<file path="src/rtl/mem_operand_reader_pkg.sv">
// Shared definitions for the memory operand reader.
//   AW_DEF / DW_DEF : default address and data widths
//   word_t          : one data word at the default width
//   state_t         : fetch sequencer states
package mem_operand_reader_pkg;

    localparam int AW_DEF = 16;
    localparam int DW_DEF = 16;

    typedef logic [DW_DEF-1:0] word_t;

    typedef enum logic [2:0] {
        IDLE  = 3'd0,
        RD_A  = 3'd1,
        CAP_A = 3'd2,
        RD_B  = 3'd3,
        CAP_B = 3'd4,
        DONE  = 3'd5
    } state_t;

endpackage

</file>
<file path="src/rtl/mem_operand_reader_if.sv">
// Request, memory-port, snoop and result signals of the operand reader.
//   slave  : the reader itself (takes the request, drives the read port and results)
//   master : the requester / memory / execute side
interface mem_operand_reader_if
    import mem_operand_reader_pkg::*;
#(
    parameter int AW = AW_DEF,
    parameter int DW = DW_DEF
);

    // request
    logic          start;
    logic [AW-1:0] addrA;
    logic [AW-1:0] addrB;
    logic          needA;
    logic          needB;
    // synchronous read port
    logic          rdEn;
    logic [AW-1:0] rdAddr;
    logic [DW-1:0] rdData;
    // stage-3 write snoop
    logic          fwdWE;
    logic [AW-1:0] fwdAddr;
    logic [DW-1:0] fwdData;
    // result handshake
    logic          exReady;
    logic [DW-1:0] opA;
    logic [DW-1:0] opB;
    logic          opValid;
    logic          busy;

    modport slave (
        input  start, addrA, addrB, needA, needB,
        input  rdData, fwdWE, fwdAddr, fwdData, exReady,
        output rdEn, rdAddr, opA, opB, opValid, busy
    );

    modport master (
        output start, addrA, addrB, needA, needB,
        output rdData, fwdWE, fwdAddr, fwdData, exReady,
        input  rdEn, rdAddr, opA, opB, opValid, busy
    );

endinterface

</file>
<file path="src/rtl/mem_operand_reader_fwd_select.sv">
// Write-snoop forwarding for one read in flight, shared by both operands.
//   issue/issue_addr : a read is being issued this cycle at issue_addr
//   capture/cap_addr : the read for cap_addr returns and is captured this cycle
//   fwd_*            : stage-3 write bus
//   rd_data          : memory read data
//   sel_data         : value to capture (current write > held write > memory)
module fwd_select
    import mem_operand_reader_pkg::*;
#(
    parameter int AW = AW_DEF,
    parameter int DW = DW_DEF
) (
    input  logic          CLK,
    input  logic          reset,
    input  logic          issue,
    input  logic [AW-1:0] issue_addr,
    input  logic          capture,
    input  logic [AW-1:0] cap_addr,
    input  logic          fwd_we,
    input  logic [AW-1:0] fwd_addr,
    input  logic [DW-1:0] fwd_data,
    input  logic [DW-1:0] rd_data,
    output logic [DW-1:0] sel_data
);

    logic          hold_vld;
    logic [DW-1:0] hold_data;
    logic          issue_hit;
    logic          cap_hit;

    // A write landing on the issue edge is missed by the memory read
    // (read-before-write), so its data is parked until the capture.
    assign issue_hit = issue && fwd_we && (fwd_addr == issue_addr);
    assign cap_hit   = fwd_we && (fwd_addr == cap_addr);

    // CAP_A can capture A and issue B in the same cycle: the clear for A
    // must not wipe a hit recorded for B, so the set is written last.
    always_ff @(posedge CLK or negedge reset) begin
        if (!reset) begin
            hold_vld  <= 1'b0;
            hold_data <= '0;
        end else begin
            if (capture) hold_vld <= 1'b0;
            if (issue_hit) begin
                hold_vld  <= 1'b1;
                hold_data <= fwd_data;
            end
        end
    end

    // The youngest write wins: one racing the capture beats the held one.
    always_comb begin
        sel_data = rd_data;
        if (cap_hit)       sel_data = fwd_data;
        else if (hold_vld) sel_data = hold_data;
    end

endmodule

</file>
<file path="src/rtl/mem_operand_reader.sv">
// Operand fetch: reads up to two memory operands (A then B) over one
// synchronous read port and hands them to execute with opValid/exReady.
//   CLK   : rising-edge clock
//   reset : asynchronous active-low reset
//   bus   : request, read port, stage-3 snoop and result handshake
module mem_operand_reader
    import mem_operand_reader_pkg::*;
#(
    parameter int AW = AW_DEF,
    parameter int DW = DW_DEF
) (
    input  logic               CLK,
    input  logic               reset,
    mem_operand_reader_if.slave bus
);

    state_t        state, state_nx;

    logic [AW-1:0] addr_a, addr_b;
    logic          need_a, need_b;
    logic [DW-1:0] op_a, op_b;
    logic [AW-1:0] rdaddr_q;

    logic          rd_en;
    logic [AW-1:0] rd_addr;
    logic          cap;
    logic [AW-1:0] cap_addr;
    logic [DW-1:0] sel_data;
    logic          accept;

    assign accept = (state == IDLE) && bus.start;

    // ---------------- state register ----------------
    always_ff @(posedge CLK or negedge reset) begin
        if (!reset) state <= IDLE;
        else        state <= state_nx;
    end

    // ---------------- next state / read port decode ----------------
    // rdEn comes purely from the registered state; rdAddr falls back to
    // the last issued address when no read is issued.
    always_comb begin
        state_nx = state;
        rd_en    = 1'b0;
        rd_addr  = rdaddr_q;
        cap      = 1'b0;
        cap_addr = addr_a;
        unique case (state)
            IDLE: begin
                if (bus.start) begin
                    if (bus.needA)      state_nx = RD_A;
                    else if (bus.needB) state_nx = RD_B;
                    else                state_nx = DONE;
                end
            end
            RD_A: begin
                rd_en    = 1'b1;
                rd_addr  = addr_a;
                state_nx = CAP_A;
            end
            CAP_A: begin
                cap      = 1'b1;
                cap_addr = addr_a;
                // overlap the B read with the A capture
                if (need_b) begin
                    rd_en    = 1'b1;
                    rd_addr  = addr_b;
                    state_nx = CAP_B;
                end else begin
                    state_nx = DONE;
                end
            end
            RD_B: begin
                rd_en    = 1'b1;
                rd_addr  = addr_b;
                state_nx = CAP_B;
            end
            CAP_B: begin
                cap      = 1'b1;
                cap_addr = addr_b;
                state_nx = DONE;
            end
            DONE: begin
                if (bus.exReady) state_nx = IDLE;
            end
            default: state_nx = IDLE;
        endcase
    end

    // ---------------- request latch and operand registers ----------------
    // Operands are cleared on accept so an unneeded one reads as zero.
    always_ff @(posedge CLK or negedge reset) begin
        if (!reset) begin
            addr_a   <= '0;
            addr_b   <= '0;
            need_a   <= 1'b0;
            need_b   <= 1'b0;
            op_a     <= '0;
            op_b     <= '0;
            rdaddr_q <= '0;
        end else begin
            if (rd_en) rdaddr_q <= rd_addr;
            if (accept) begin
                addr_a <= bus.addrA;
                addr_b <= bus.addrB;
                need_a <= bus.needA;
                need_b <= bus.needB;
                op_a   <= '0;
                op_b   <= '0;
            end
            if (state == CAP_A) op_a <= sel_data;
            if (state == CAP_B) op_b <= sel_data;
        end
    end

    fwd_select #(
        .AW (AW),
        .DW (DW)
    ) u_fwd (
        .CLK        (CLK),
        .reset      (reset),
        .issue      (rd_en),
        .issue_addr (rd_addr),
        .capture    (cap),
        .cap_addr   (cap_addr),
        .fwd_we     (bus.fwdWE),
        .fwd_addr   (bus.fwdAddr),
        .fwd_data   (bus.fwdData),
        .rd_data    (bus.rdData),
        .sel_data   (sel_data)
    );

    // ---------------- outputs ----------------
    assign bus.rdEn    = rd_en;
    assign bus.rdAddr  = rd_addr;
    assign bus.opA     = op_a;
    assign bus.opB     = op_b;
    assign bus.opValid = (state == DONE);
    assign bus.busy    = (state != IDLE);

endmodule

</file>
<file path="src/flat_wrapper.sv">
// flat-port wrapper written by rule: the top's interface ports become plain ports
module mem_operand_reader_flat import mem_operand_reader_pkg::*;
#(
    parameter int AW = AW_DEF,
    parameter int DW = DW_DEF
)
  (CLK, reset, bus_start, bus_addrA, bus_addrB, bus_needA, bus_needB, bus_rdData, bus_fwdWE, bus_fwdAddr, bus_fwdData, bus_exReady, bus_rdEn, bus_rdAddr, bus_opA, bus_opB, bus_opValid, bus_busy);
  mem_operand_reader_if #(.AW(AW), .DW(DW)) bus_i ();
  input  logic CLK;
  input  logic reset;
  input wire logic [$bits(bus_i.start)-1:0] bus_start;
  input wire logic [$bits(bus_i.addrA)-1:0] bus_addrA;
  input wire logic [$bits(bus_i.addrB)-1:0] bus_addrB;
  input wire logic [$bits(bus_i.needA)-1:0] bus_needA;
  input wire logic [$bits(bus_i.needB)-1:0] bus_needB;
  input wire logic [$bits(bus_i.rdData)-1:0] bus_rdData;
  input wire logic [$bits(bus_i.fwdWE)-1:0] bus_fwdWE;
  input wire logic [$bits(bus_i.fwdAddr)-1:0] bus_fwdAddr;
  input wire logic [$bits(bus_i.fwdData)-1:0] bus_fwdData;
  input wire logic [$bits(bus_i.exReady)-1:0] bus_exReady;
  output wire logic [$bits(bus_i.rdEn)-1:0] bus_rdEn;
  output wire logic [$bits(bus_i.rdAddr)-1:0] bus_rdAddr;
  output wire logic [$bits(bus_i.opA)-1:0] bus_opA;
  output wire logic [$bits(bus_i.opB)-1:0] bus_opB;
  output wire logic [$bits(bus_i.opValid)-1:0] bus_opValid;
  output wire logic [$bits(bus_i.busy)-1:0] bus_busy;
  assign bus_i.start = bus_start;
  assign bus_i.addrA = bus_addrA;
  assign bus_i.addrB = bus_addrB;
  assign bus_i.needA = bus_needA;
  assign bus_i.needB = bus_needB;
  assign bus_i.rdData = bus_rdData;
  assign bus_i.fwdWE = bus_fwdWE;
  assign bus_i.fwdAddr = bus_fwdAddr;
  assign bus_i.fwdData = bus_fwdData;
  assign bus_i.exReady = bus_exReady;
  assign bus_rdEn = bus_i.rdEn;
  assign bus_rdAddr = bus_i.rdAddr;
  assign bus_opA = bus_i.opA;
  assign bus_opB = bus_i.opB;
  assign bus_opValid = bus_i.opValid;
  assign bus_busy = bus_i.busy;
  mem_operand_reader #(.AW(AW), .DW(DW)) u_core (.CLK(CLK), .reset(reset), .bus(bus_i));
endmodule
</file>
<file path="config.mk">
export PLATFORM = sky130hd
export DESIGN_NAME = mem_operand_reader_flat
export DESIGN_NICKNAME = d
export VERILOG_FILES = /design/src/rtl/mem_operand_reader_pkg.sv /design/src/rtl/mem_operand_reader_if.sv /design/src/rtl/mem_operand_reader_fwd_select.sv /design/src/rtl/mem_operand_reader.sv /design/src/flat_wrapper.sv
export SDC_FILE = /design/constraint.sdc
export NUM_CORES = 1
export LEC_CHECK = 0
export ABC_CLOCK_PERIOD_IN_PS = 8700
export CAP_MARGIN = 25
export CORE_MARGIN = 3
export CORE_UTILIZATION = 40
export CTS_BUF_LIST = sky130_fd_sc_hd__clkbuf_8
export CTS_CLUSTER_DIAMETER = 60
export CTS_CLUSTER_SIZE = 12
export DETAILED_ROUTE_END_ITERATION = 12
export DONT_BUFFER_PORTS = 1
export MAX_ROUTING_LAYER = met4
export PLACE_DENSITY = 0.57
export SYNTH_ARGS = -nofsm -noshare
export SYNTH_HDL_FRONTEND = slang
export SYNTH_SLANG_ARGS = --single-unit
export TNS_END_PERCENT = 5
</file>
<file path="constraint.sdc">
create_clock -name CLK -period 8.7 [get_ports CLK]
set_clock_uncertainty 0.1 [all_clocks]
set_input_delay 1.74 -clock CLK [delete_from_list [all_inputs] [get_ports CLK]]
set_output_delay 1.74 -clock CLK [all_outputs]
set_load 0.02 [all_outputs]
</file>
Word-level counts from Yosys, hierarchy flattened

Index checks and enable logic that the tools add are counted.

Logic and storage cells: 49
Bits in registers: 101
RAM bits: 0
Bits in read-only memories: 0
Bits in latches: 0
Input port bits: 87
Memories: 0

Magnitude comparators: 0
Reduce and logical (&&, ||, !) cells: 12
Multipliers: 0
Divide/modulo/power cells: 0
Bitwise operators: 0
Shifts and indexed selects: 0
Equal/unequal tests: 9
Muxes and demuxes: 19
Add/subtract/negate cells: 0

Operators by type and width:

| kind                                                                  | number |
|---|---|
| 16-bit 2-to-1 mux                                                     | 7 |
| 16-bit case mux with 3 select lines                                   | 1 |
| 16-bit equality test                                                  | 2 |
| 3-bit case mux with 6 select lines                                    | 1 |
| 3-bit 2-to-1 mux                                                      | 4 |
| 3-bit by 2-bit equality test with 1-bit output, second input constant | 2 |
| 3-bit equality test, second input constant                            | 2 |
| 2-bit nonzero test                                                    | 3 |
| 1-bit 2-to-1 mux                                                      | 5 |
| 1-bit logical AND                                                     | 4 |
| 2-bit inequality test, second input constant                          | 2 |
| 2-bit OR reduction                                                    | 2 |
| 3-bit by 1-bit equality test with 1-bit output, second input constant | 1 |
| 3-bit logical NOT                                                     | 1 |
| 3-bit nonzero test                                                    | 1 |
| 1-bit case mux with 2 select lines                                    | 1 |
| 2-bit AND reduction                                                   | 1 |

Logic depth before layout (Yosys ltp)

Gate-level depths: netlist of run 1.

Depth in word-level cells: 6
Gate-level depth with buffers: 12
Gate-level depth less buffers: 8

Modules after synthesis

Synthesis of run 1 repeated with hierarchy kept, for this count alone.

Cell total of the unflattened synthesis: 501
Area total of the unflattened synthesis: 5615.4 µm²

Modules (own cells, without submodules):

| module             | area an instance (µm²) | times used | cells an instance | seq. area each (µm²) |
|---|---|---|---|---|
| mem_operand_reader | 4247.8                 | 1          | 386               | 2102.0 |
| fwd_select         | 1367.6                 | 1          | 115               | 425.4 |

Least setup slack after synthesis of run 1

Ideal clock, no wire load.

Path kind: register to output
Start point: reg u_core.state[2]
End point: out bus_rdAddr[5]
Arrival time: 1729 ps
Slack: 5131 ps
Data required time: 6860 ps
Stages on the path, launching flop included: 6
Cell sequence: dfrtp_1 -> clkbuf_1 -> clkbuf_1 -> clkbuf_1 -> clkbuf_1 -> o22a_1

Word-level cells in the longest chain between the ends: 2
Elaborated cells between the ends (all ways): 4

RTL lines:

| item                                                                                                                    | RTL line                 | RTL |
|---|---|---|
| start: declaration                                                                                                      | mem_operand_reader.sv:17 | `state_t state, state_nx;` |
| start signal: assignment                                                                                                | mem_operand_reader.sv:36 | `else state <= state_nx;` |
| 3-bit by 2-bit equality test with 1-bit output / 3-bit by 1-bit equality test with 1-bit output (equally long branches) | mem_operand_reader.sv:48 | `unique case (state)` |
| 16-bit case mux with 3 select lines *                                                                                   | mem_operand_reader.sv:48 |  |
| end: declaration                                                                                                        | flat_wrapper.sv:22       | `output wire logic [$bits(bus_i.rdAddr)-1:0] bus_rdAddr;` |

Every way passes the cells marked *; elsewhere a longest branch is shown, timed or not.

Worst setup path after layout of run 1

Start point: reg u_core.state[1]
End point: out bus_rdAddr[10]

The elaborated chain is that of the path after synthesis.

==> Flow_metrics.wiki, run 1 <==
{| class="wikitable"
! Metric !! Value
|-
| Number of nets in the layout || 549
|-
| Mapped Cells || 481
|-
| Switching part of the total || 46.2%
|-
| Worst-Skew Late Latency || 0.38 ns
|-
| Count of flip-flops with a built-in enable after synthesis || 0
|-
| TritonCTS clock tree || done
|-
| DP Area || 0.00547 mm2
|-
| Number of primary I/O pins || 138
|-
| Status || finished, final reports clean
|-
| Fill cell count || 1271
|-
| Routed wire per std cell || 23.2 um
|-
| Global-route wire length before repair || 22.5 mm
|-
| Power density cells || 391 mW/mm2
|-
| Crit Path Max Fanout || 28
|-
| Layout area overhead || 5.25%
|-
| Critical Setup Path Class || flip-flop to output port
|-
| Worst min-delay path category || flip-flop to flip-flop
|-
| Syn Area/Cell || 11.2 um2
|-
| Number of DRC markers after the initial detailed-route iteration || 310
|-
| Global-route congestion overflow total || 0
|-
| DRT antenna net count || 0
|-
| Placed wire-length estimate || 10.5 mm
|-
| Highest-delay cell along the critical path || sky130_fd_sc_hd__dfrtp_1
|-
| Syn_nets || 568
|-
| Chip height || 122 um
|-
| Via count of the first global-routing pass || 3896
|-
| Combinational group share of total power || 45.6%
|-
| Number of buffers inserted by hold repair at cts || 0
|-
| Final Hold Fails || 0
|-
| Setup repair bufs after CTS || 0
|-
| Largest voltage drop on the vdd net || 218 uV
|-
| Combined global-route utilization of all metal layers || 20.5%
|-
| Die Outline Area || 0.0149 mm2
|-
| Share of synthesized cell area in and, or, nand and nor gates || 11.2%
|-
| Via count normalized by instance count || 6.10
|-
| Final setup fails || 0
|-
| Count of unique library cells instantiated by Yosys || 57
|-
| Synthesis warning total || 0
|-
| Share of synthesized cell area in full adder, half adder and majority cells || 0%
|-
| Setup crit start kind || flip-flop
|-
| Sw power || 0.00103 W
|-
| Cell class contributing the biggest share of worst-path delay || flip-flops
|-
| Total area of multi-input combinational cells || 0.00265 mm2
|-
| Required @ worst endpoint || 6.86 ns
|-
| Aggregate routed wire length || 14.8 mm
|-
| Fraction of final layout cells with drive strength greater than 1 || 17.8%
|-
| Deepest level of the CTS H-tree || 3
|-
| Delay of the slowest cell on the worst path || 1.00 ns
|-
| Post-Route Setup TNS || 0 ns
|-
| Input/output buffers || 0
|-
| Number of vias after detailed routing || 3899
|-
| Headroom to the max-slew limit || 28.4%
|-
| Area of the placeable core || 0.0129 mm2
|-
| Area of the mapped netlist || 0.00541 mm2
|-
| Leakage power of the design || 2.33 nW
|-
| Buffer and inverter count on the worst path || 1
|-
| Ratio of final minimum period to clock period || 52.1%
|-
| Unrepaired setup endpoints after global routing || no
|-
| Remaining routing DRC violations || 0
|-
| Final Slew Violations || 0
|-
| CP Capture Type || output port
|-
| Effective utilization at floorplan || 41.8%
|-
| Cell at the root of the clock tree || sky130_fd_sc_hd__clkbuf_8
|-
| Seq. cell area || 0.00253 mm2
|-
| Clk buf depth || 2
|-
| Synth Area in Compound Gates || 18.8%
|-
| TritonRoute pass-1 iters || 4
|-
| Post_cts resized || 0
|-
| Max_cap viols || 0
|-
| Shortest clock period the worst path allows after layout || 4.53 ns
|-
| Sequential area share after synthesis || 46.8%
|-
| Overall die width || 122 um
|-
| Number of cell rows || 41
|-
| Dominant combinational cell family by area after synthesis || compound AO/OA/AOI/OAI gates
|-
| Post-route standard cell area excluding fillers || 0.00569 mm2
|-
| Number of antenna violations at the first check in global routing || 0
|-
| Commonest register cell after synthesis || sky130_fd_sc_hd__dfrtp_1
|-
| Crit path cell chain || a21oi_1, or2_1, inv_2, o22a_1
|-
| Pin count of the biggest net entering global routing || 102
|-
| Clock buffer count from CTS || 9
|-
| Clock Sinks || 101
|-
| Achievable clock frequency || 221 MHz
|-
| Synthesized flop and latch total || 101
|-
| Multiplexer area fraction after synthesis || 15.1%
|-
| XOR/XNOR Fraction of Synth Area || 3.56%
|-
| Placer congestion estimate || 0.855
|-
| Ys async rst share || 100%
|-
| Clk network pwr share || 13.9%
|-
| Tightest Pin Transition || 1.07 ns
|-
| Antenna Cells || 0
|-
| Arr. time, crit path || 2.69 ns
|-
| Share of power burned in registers || 40.5%
|-
| Int Pwr || 0.00120 W
|-
| Clock transition time at the flip-flop clock pins of the worst setup and hold paths || 0.10 ns
|}
-- cell usage after synthesis (all sizes together), types with 8 or more instances --
cell type	n	share of area [%]
nand2	30	2.1
a32o	14	2.6
xnor2	13	2.1
o2bb2ai	16	2.6
nor2	13	0.95
mux2i	23	4.3
o31ai	18	2.5
nor3	14	1.3
dfrtp	101	47
nor2b	12	1.4
xor2	9	1.5
inv	13	0.90
buf	18	2.4
or3	10	1.2
a221oi	10	1.6
clkbuf	18	1.2
a32oi	8	1.3
o21ai	23	2.1
mux2	49	11
o22a	13	2.1
-- flip-flops by register name, summed over array words and instances (netlist names) --
register,flops
u_core.rdaddr_q,16
u_core.addr_b,16
u_core.need_b,1
u_core.bus.opB,16
u_core.u_fwd.hold_vld,1
u_core.addr_a,16
u_core.bus.opA,16
u_core.state,3
u_core.u_fwd.hold_data,16
-- metal layers --
layer	vias to the layer above	share of wire, %	global-route usage, %
met3	5	9.9	8.66
met4	0	0.47	3.22
met5	-	0	-
met1	1960	41	25.6
li1	1779	-	-
met2	155	48	31.8
-- area by class of cell --
class                           instances  share of cell area (%)
Clock buffer                           10                    2.42
Clock inverter                          6                    1.10
Timing Repair Buffer                    6                   0.924
Inverter                               13                   0.858
Sequential cell                       101                    44.4
Tap cell                              172                    3.78
Multi-Input combinational cell        331                    46.5
-- logic make-up (layout without fill, tap and decap cells) --
group,after synthesis,after routing
AOI/OAI and AO/OA,128,128
and+or+nand+nor,109,109
DFF,101,101
muxes,72,72
buffers and inverters,49,35
xor gates and xnor gates,22,22
-- cell usage in the layout (no fill, tap or decap), types with 11 or more instances in the layout --
master	instances
sky130_fd_sc_hd__a32o_1	14
sky130_fd_sc_hd__dfrtp_1	101
sky130_fd_sc_hd__inv_1	13
sky130_fd_sc_hd__mux2_2	40
sky130_fd_sc_hd__mux2i_1	23
sky130_fd_sc_hd__nand2_1	30
sky130_fd_sc_hd__nor2_1	11
sky130_fd_sc_hd__nor2b_1	12
sky130_fd_sc_hd__nor3_1	14
sky130_fd_sc_hd__o21ai_0	22
sky130_fd_sc_hd__o22a_1	13
sky130_fd_sc_hd__o2bb2ai_1	16
sky130_fd_sc_hd__o31ai_1	18
sky130_fd_sc_hd__xnor2_1	13
-- worst paths after layout --
path                               startpoint                    endpoint  slack, ns  cells past startpoint
max in group asynchronous               reset         u_core.rdaddr_q[12]       7.38                      0
max reg2reg                   u_core.state[1]  u_core.u_fwd.hold_data[10]       4.80                      8
min reg2reg                u_core.rdaddr_q[1]          u_core.rdaddr_q[1]       0.40                      1
min in group asynchronous               reset           u_core.bus.opA[2]       0.93                      0
max                           u_core.state[1]              bus_rdAddr[10]       4.17                      4
min                        u_core.rdaddr_q[1]          u_core.rdaddr_q[1]       0.40                      1
-- power by group through the flow --
stage	sequential (W)	combinational, W	clock, W
2_1_floorplan	0.000822	0.000883	0
3_3_place_gp	0.000903	0.00101	0
3_5_place_dp	0.000912	0.00102	0
4_1_cts	0.000901	0.00103	0.000323
5_1_grt	0.000926	0.00111	0.000343
6_report	0.000900	0.00101	0.000310
-- through the flow --
stage	hold WS, ns	utilization (%)	total power, W	setup slack (ns)	std cells
floorplan	0.357	-	0.00170	5.13	481
global placement	0.372	42.3	0.00191	4.42	621
detailed placement	0.374	42.3	0.00193	4.35	621
CTS	0.401	43.8	0.00225	4.12	637
global route	0.434	44.0	0.00238	3.94	639
finish	0.397	44.0	0.00222	4.17	639
No activity file was read; power rests on OpenSTA's default activity.
==> run 2, diff against run 1 <==
--- a/config.mk
+++ b/config.mk
@@ -5,7 +5,7 @@
 export SDC_FILE = /design/constraint.sdc
 export NUM_CORES = 1
 export LEC_CHECK = 0
-export ABC_CLOCK_PERIOD_IN_PS = 8700
+export ABC_CLOCK_PERIOD_IN_PS = 3940
 export CAP_MARGIN = 25
 export CORE_MARGIN = 3
 export CORE_UTILIZATION = 40
@@ -15,7 +15,7 @@
 export DETAILED_ROUTE_END_ITERATION = 12
 export DONT_BUFFER_PORTS = 1
 export MAX_ROUTING_LAYER = met4
-export PLACE_DENSITY = 0.57
+export PLACE_DENSITY = 0.59
 export SYNTH_ARGS = -nofsm -noshare
 export SYNTH_HDL_FRONTEND = slang
 export SYNTH_SLANG_ARGS = --single-unit
==> constraint.sdc (replaced) <==
create_clock -name CLK -period 3.94 [get_ports CLK]
set_clock_uncertainty 0.1 [all_clocks]
set_input_delay 0.788 -clock CLK [delete_from_list [all_inputs] [get_ports CLK]]
set_output_delay 0.788 -clock CLK [all_outputs]
set_load 0.02 [all_outputs]
==> Flow_metrics.wiki, run 2 (synthesis gave the netlist of run 1 again) <==
{| class="wikitable"
! Metric !! Value
|-
| RR Startpoint || u_core.state[1]
|-
| TritonRoute pass-1 iters || 4 (unchanged)
|-
| Placed wire-length estimate || 10.8 mm (+2.7%)
|-
| Achievable clock frequency || 287 MHz
|-
| Deepest level of the CTS H-tree || 3 (unchanged)
|-
| Critical Path Sink || u_core.u_fwd.hold_data[6]
|-
| Highest-delay cell along the critical path || sky130_fd_sc_hd__dfrtp_1
|-
| Pin count of the biggest net entering global routing || 102 (unchanged)
|-
| Largest voltage drop on the vdd net || 490 uV (+120%)
|-
| DRT antenna net count || 0 (unchanged)
|-
| Clock Sinks || 101 (unchanged)
|-
| Leakage power of the design || 2.40 nW (+3.1%)
|-
| Crit path cell chain || buf_4, nor3b_1, or2_2, o32a_1, inv_1, a221oi_1, nand4_4, mux2_4
|-
| Routed wire per std cell || 22.4 um (-3.4%)
|-
| Most common library cell in the layout ignoring fill and taps || sky130_fd_sc_hd__dfrtp_1
|-
| Via count of the first global-routing pass || 4103 (+5.3%)
|-
| Area of the placeable core || 0.0129 mm2 (unchanged)
|-
| Overall Power || 0.00505 W (+130%)
|-
| CP Capture Type || flip-flop
|-
| Final Slew Violations || 0 (unchanged)
|-
| Number of nets in the layout || 567 (+3.3%)
|-
| Crit Path Max Fanout || 17 (-39%)
|-
| Chip height || 122 um (unchanged)
|-
| Arr. time, crit path || 3.67 ns (+0.98 ns)
|-
| Number of DRC markers after the initial detailed-route iteration || 288 (-7.1%)
|-
| Number of vias after detailed routing || 3985 (+2.2%)
|-
| Global-route congestion overflow total || 0 (unchanged)
|-
| Post-Route Setup TNS || 0 ns (unchanged)
|-
| Delay of the slowest cell on the worst path || 0.73 ns (-0.27 ns)
|-
| Number of buffers inserted by hold repair at cts || 1 (+1)
|-
| Clock transition time at the flip-flop clock pins of the worst setup and hold paths || 0.10 ns (about the same)
|-
| Placer congestion estimate || 0.821 (-4.0%)
|-
| Required @ worst endpoint || 4.12 ns (-2.74 ns)
|-
| Die Outline Area || 0.0149 mm2 (unchanged)
|-
| Setup repair bufs after CTS || 0 (unchanged)
|-
| Power density cells || 869 mW/mm2 (+120%)
|-
| Input/output buffers || 0 (unchanged)
|-
| R2R Path End || u_core.u_fwd.hold_data[6]
|-
| Minimum setup slack among reg-to-reg paths || 0.45 ns (-4.35 ns)
|-
| Number of antenna violations at the first check in global routing || 0 (unchanged)
|-
| Setup crit start kind || flip-flop
|-
| Unrepaired setup endpoints after global routing || no
|-
| Commonest cells after routing, fill and taps aside || sky130_fd_sc_hd__dfrtp_1, sky130_fd_sc_hd__mux2_2, sky130_fd_sc_hd__nand2_1
|-
| Worst-Skew Late Latency || 0.39 ns (about the same)
|-
| Worst min-delay path category || input pin to asynchronous set/reset pin
|-
| Shortest clock period the worst path allows after layout || 3.49 ns
|-
| TritonCTS clock tree || done
|-
| Origin of the worst setup path || u_core.state[1]
|-
| Effective utilization at floorplan || 41.8% (unchanged)
|-
| Remaining routing DRC violations || 0 (unchanged)
|-
| Final setup fails || 0 (unchanged)
|-
| Tightest Pin Transition || 0.979 ns (-0.0951 ns)
|-
| Cell at the root of the clock tree || sky130_fd_sc_hd__clkbuf_8
|-
| Clock buffer count from CTS || 9 (unchanged)
|-
| Fraction of final layout cells with drive strength greater than 1 || 21.0% (+3.3 points)
|-
| Max_cap viols || 0 (unchanged)
|-
| Global-route wire length before repair || 23.1 mm (+2.7%)
|-
| Clk buf depth || 2 (unchanged)
|-
| Headroom to the max-slew limit || 34.7% (+6.3 points)
|-
| Aggregate routed wire length || 14.7 mm (-0.65%)
|-
| Critical Setup Path Class || flip-flop to flip-flop
|-
| Util after Layout || 45.0% (+0.97 points)
|-
| Ratio of final minimum period to clock period || 88.5%
|-
| Via count normalized by instance count || 6.07 (-0.59%)
|-
| Worst Reg2Reg Path Length in Cells || 8 (unchanged)
|-
| Final Hold Fails || 0 (unchanged)
|-
| Number of primary I/O pins || 138 (unchanged)
|-
| Combined global-route utilization of all metal layers || 20.9% (+0.44 points)
|-
| Post_cts resized || 0 (unchanged)
|-
| Status || finished, final reports clean
|-
| Layout area overhead || 7.57%
|-
| Number of cell rows || 41 (unchanged)
|-
| Overall die width || 122 um (unchanged)
|-
| Antenna Cells || 0 (unchanged)
|}
[run 2: worst min-delay path by stage]
stage | endpoint | slack, ns
2_1_floorplan | u_core.rdaddr_q[0] | 0.36
3_3_place_gp | u_core.rdaddr_q[2] | 0.37
3_5_place_dp | u_core.rdaddr_q[15] | 0.38
4_1_cts | u_core.bus.opA[1] | 0.23
6_report | u_core.bus.opB[12] | 0.23
5_1_grt | u_core.bus.opA[1] | 0.22
[run 2: area by class of cell]
cell class | instances | area, um2
well taps | 172 | 215
clock inverters | 7 | 50.0
multi-input cells | 331 | 2650
repair buffers | 24 | 204
flip-flops and latches | 101 | 2530
clock buffers | 9 | 124
fillers | 1256 | 7110
inverters | 13 | 48.8
[run 2: critical path: cells and delay by family, from the launching register on]
family                 cells  cell delay [ns]
multiplexers               1             0.43
AO/OA/AOI/OAI              2             0.74
AND/OR/NAND/NOR            3             0.95
buffers and inverters      2             0.40
flip-flops                 1             0.73
[run 2: through the flow]
step / setup slack (ns) / hold WS [ns] / std cells / area, um2
floorplan: 1.14 / 0.357 / 481 / 5410
global placement: 0.579 / 0.371 / 639 / 5600
detailed placement: 0.465 / 0.379 / 640 / 5610
CTS: 0.443 / 0.225 / 657 / 5810
global route: 0.180 / 0.224 / 657 / 5810
finish: 0.452 / 0.226 / 657 / 5810
[run 2: per-layer routing]
layer,track usage (%),up-vias,share of wire (%)
met3,8.20,15,9.3
met4,5.32,0,1.6
met5,-,-,0
met2,32.1,149,48
met1,26.0,2004,41
li1,-,1817,-
[run 2: where the power goes]
part	internal (W)	total, W	switching, W
Combinational	0.00105	0.00248	0.00143
Clock	0.000232	0.000611	0.000379
Sequential	0.00144	0.00196	0.000518
Total	0.00272	0.00505	0.00233
==> run 3, diff against run 2 <==
--- a/config.mk
+++ b/config.mk
@@ -9,7 +9,7 @@
 export CAP_MARGIN = 25
 export CORE_MARGIN = 3
 export CORE_UTILIZATION = 40
-export CTS_BUF_LIST = sky130_fd_sc_hd__clkbuf_8
+export CTS_BUF_LIST = sky130_fd_sc_hd__clkbuf_4
 export CTS_CLUSTER_DIAMETER = 60
 export CTS_CLUSTER_SIZE = 12
 export DETAILED_ROUTE_END_ITERATION = 12
@@ -18,5 +18,6 @@
 export PLACE_DENSITY = 0.59
 export SYNTH_ARGS = -nofsm -noshare
 export SYNTH_HDL_FRONTEND = slang
+export SYNTH_HIERARCHICAL = 1
 export SYNTH_SLANG_ARGS = --single-unit
 export TNS_END_PERCENT = 5
==> Flow_metrics.wiki, run 3 <==
{| class="wikitable"
! Metric !! Value
|-
| Synthesis warning total || 6 (+6)
|-
| Status || finished, final reports clean
|-
| Pin count of the biggest net entering global routing || 102 (unchanged)
|-
| Sequential area share after synthesis || 45.0% (-1.8 points)
|-
| Syn Area/Cell || 11.2 um2 (-0.26%)
|-
| Number of nets in the layout || 588 (+3.7%)
|-
| Share of power burned in registers || 37.3% (-1.4 points)
|-
| Number of cell rows || 42 (+2.4%)
|-
| Clock buffer count from CTS || 9 (unchanged)
|-
| Worst-Skew Late Latency || 0.47 ns (+0.08 ns)
|-
| Crit Path Max Fanout || 17 (unchanged)
|-
| Via count of the first global-routing pass || 3965 (-3.4%)
|-
| DP Area || 0.00577 mm2 (+2.7%)
|-
| Number of DRC markers after the initial detailed-route iteration || 299 (+3.8%)
|-
| Largest voltage drop on the vdd net || 461 uV (-5.8%)
|-
| DRT antenna net count || 0 (unchanged)
|-
| Area of the placeable core || 0.0135 mm2 (+4.5%)
|-
| Setup crit start kind || flip-flop
|-
| Ys async rst share || 100% (unchanged)
|-
| Achievable clock frequency || 280 MHz (-2.3%)
|-
| Final Slew Violations || 0 (unchanged)
|-
| Shortest clock period the worst path allows after layout || 3.57 ns (+0.0810 ns)
|-
| Via count normalized by instance count || 5.64 (-7.0%)
|-
| Clk network pwr share || 10.8% (-1.3 points)
|-
| Post-Route Setup TNS || 0 ns (unchanged)
|-
| Worst min-delay path category || input pin to asynchronous set/reset pin
|-
| Crit path cell chain || nand2b_1, buf_4, o32ai_1, a221oi_1, xor2_1, nor4_1, nand4_1, nor4_4, buf_4, mux2_2
|-
| Headroom to the max-slew limit || 34.0% (-0.72 points)
|-
| Overall Power || 0.00537 W (+6.4%)
|-
| Tightest Pin Transition || 0.990 ns (+0.0108 ns)
|-
| Switching part of the total || 46.5% (+0.36 points)
|-
| Post-Place Cells || 665 (+3.9%)
|-
| Clock Sinks || 101 (unchanged)
|-
| Ratio of final minimum period to clock period || 90.6% (+2.1 points)
|-
| Arr. time, crit path || 3.85 ns (+0.18 ns)
|-
| Clk buf depth || 2 (unchanged)
|-
| Power density cells || 904 mW/mm2 (+4.1%)
|-
| Final Hold Fails || 0 (unchanged)
|-
| Combinational group share of total power || 51.9% (+2.7 points)
|-
| Count of unique library cells instantiated by Yosys || 40 (-30%)
|-
| Post_cts resized || 0 (unchanged)
|-
| Fraction of synthesized cell area taken by the top area cell type || 45.0% (-1.8 points)
|-
| CP Capture Type || flip-flop
|-
| Critical Setup Path Class || flip-flop to flip-flop
|-
| Aggregate routed wire length || 14.3 mm (-2.9%)
|-
| Die Outline Area || 0.0155 mm2 (+3.7%)
|-
| Cell at the root of the clock tree || sky130_fd_sc_hd__clkbuf_4
|-
| Placed wire-length estimate || 10.2 mm (-5.7%)
|-
| Remaining routing DRC violations || 0 (unchanged)
|-
| Input/output buffers || 0 (unchanged)
|-
| Number of primary I/O pins || 138 (unchanged)
|-
| Layout area overhead || 5.82%
|-
| Placer congestion estimate || 0.893 (+8.8%)
|-
| Mapped Cells || 501 (+4.2%)
|-
| Effective utilization at floorplan || 41.6% (-0.23 points)
|-
| Synthesized flop and latch total || 101 (unchanged)
|-
| Required @ worst endpoint || 4.22 ns (+0.10 ns)
|-
| Highest-delay cell along the critical path || sky130_fd_sc_hd__dfrtp_1
|-
| TritonCTS clock tree || done
|-
| Leakage power of the design || 2.60 nW (+8.4%)
|-
| Delay of the slowest cell on the worst path || 0.58 ns (-0.15 ns)
|-
| Post-route standard cell area excluding fillers || 0.00594 mm2 (+2.2%)
|-
| Clock transition time at the flip-flop clock pins of the worst setup and hold paths || 0.17 ns (+0.07 ns)
|-
| Combined global-route utilization of all metal layers || 18.9% (-2.0 points)
|-
| Routed wire per std cell || 20.9 um (-6.6%)
|-
| Overall die width || 124 um (+1.8%)
|-
| Syn_nets || 588 (+3.5%)
|-
| Commonest cells after routing, fill and taps aside || sky130_fd_sc_hd__dfrtp_1, sky130_fd_sc_hd__nand2_1, sky130_fd_sc_hd__mux2_2
|-
| Final setup fails || 0 (unchanged)
|-
| Most common cell type on the critical path || sky130_fd_sc_hd__buf_4
|-
| Commonest register cell after synthesis || sky130_fd_sc_hd__dfrtp_1
|-
| TritonRoute pass-1 iters || 5 (+1)
|-
| Area of the mapped netlist || 0.00562 mm2 (+3.9%)
|-
| Cell taking the most area after synthesis || sky130_fd_sc_hd__dfrtp_1
|-
| Max_cap viols || 0 (unchanged)
|-
| Most used standard cells in the synthesized netlist || sky130_fd_sc_hd__dfrtp_1, sky130_fd_sc_hd__nand2_1, sky130_fd_sc_hd__mux2_2
|-
| Unrepaired setup endpoints after global routing || no
|-
| Number of antenna violations at the first check in global routing || 1 (+1)
|-
| Global-route wire length before repair || 22.6 mm (-2.4%)
|-
| Deepest level of the CTS H-tree || 3 (unchanged)
|-
| Int Pwr || 0.00287 W (+5.7%)
|-
| Chip height || 124 um (+1.8%)
|-
| Number of non-filler instances in the completed layout || 683 (+4.0%)
|-
| Number of vias after detailed routing || 3852 (-3.3%)
|-
| Top-count cell post-synth || sky130_fd_sc_hd__dfrtp_1
|-
| Synth top area cells || sky130_fd_sc_hd__dfrtp_1, sky130_fd_sc_hd__mux2_2, sky130_fd_sc_hd__mux2_4, sky130_fd_sc_hd__nand2_1, sky130_fd_sc_hd__a221oi_1
|-
| Sw power || 0.00250 W (+7.2%)
|-
| Most common library cell in the layout ignoring fill and taps || sky130_fd_sc_hd__dfrtp_1
|-
| Global-route congestion overflow total || 0 (unchanged)
|-
| Fraction of final layout cells with drive strength greater than 1 || 26.7% (+5.6 points)
|-
| Count of flip-flops with a built-in enable after synthesis || 0 (unchanged)
|}
-- run 3: final cells by class --
class / count / area (um2)
Antenna cell: 1 / 2.50
Clock buffer: 10 / 75.1
Clock inverter: 6 / 70.1
Fill cell: 1287 / 7560
Inverter: 20 / 75.1
Multi-Input combinational cell: 342 / 2750
Sequential cell: 101 / 2530
Tap cell: 176 / 220
Timing Repair Buffer: 27 / 223
-- run 3: worst max-delay path: cells and delay by family, from the launching register on --
family | cells | cell delay [ns]
simple gates | 4 | 1.27
buf+inv | 2 | 0.56
compound gates | 2 | 0.46
mux | 1 | 0.38
xor+xnor | 1 | 0.13
flops | 1 | 0.58
-- run 3: metal layers --
| metal | GRT usage (%) | up-vias | wire length, um |
|---|---|---|---|
| met5 | - | - | 0 |
| met4 | 4.45 | 0 | 108 |
| met3 | 7.93 | 7 | 1300 |
| met2 | 29.6 | 136 | 6910 |
| met1 | 22.7 | 1911 | 5980 |
| li1 | - | 1798 | - |
-- run 3: cell families after synthesis --
logic type	count (synthesis)	share of synthesized area, %
XOR/XNOR	32	4.99
AO/OA/AOI/OAI	87	12.5
multiplexers	97	20.9
AND/OR/NAND/NOR	126	10.4
buffers and inverters	58	6.22
flip-flops	101	45.0
-- run 3: path summary, 6_finish.rpt --
kind                                                  from  slack (ns)                          to  cells after the start
worst max-delay path                       u_core/state[1]        0.37   u_core/u_fwd/hold_data[1]                     10
worst min-delay path                                 reset        0.08           u_core/bus.opB[4]                      1
worst max register to register             u_core/state[1]        0.37   u_core/u_fwd/hold_data[1]                     10
worst min register to register  u_core/u_fwd/hold_data[13]        0.42  u_core/u_fwd/hold_data[13]                      1
max in group asynchronous                            reset        3.20             u_core/state[2]                      1
min in group CLK                            bus_fwdData[9]        0.34   u_core/u_fwd/hold_data[9]                      1
-- run 3: stage by stage --
stage | hold slack (ns) | utilization [%] | setup WS, ns
after floorplan | 0.375 | - | 0.442
after global placement | 0.384 | 42.7 | 0.402
after detailed placement | 0.391 | 42.7 | 0.377
after CTS | 0.0862 | 44.0 | 0.360
after global routing | 0.0962 | 44.0 | 0.0226
final | 0.0765 | 44.0 | 0.371
-- run 3: repair_timing --
item | CTS | global route
hold endpoints to repair | 101 | 0
hold buffers | 1 | 0
setup buffers | 0 | 0
-- run 3: power groups by stage --
stage / clock [W] / combinational (W) / sequential, W
floorplan: 0 / 0.00223 / 0.00188
global placement: 0 / 0.00271 / 0.00202
detailed placement: 0 / 0.00277 / 0.00203
CTS: 0.000614 / 0.00280 / 0.00201
global route: 0.000649 / 0.00304 / 0.00207
finish: 0.000581 / 0.00279 / 0.00200
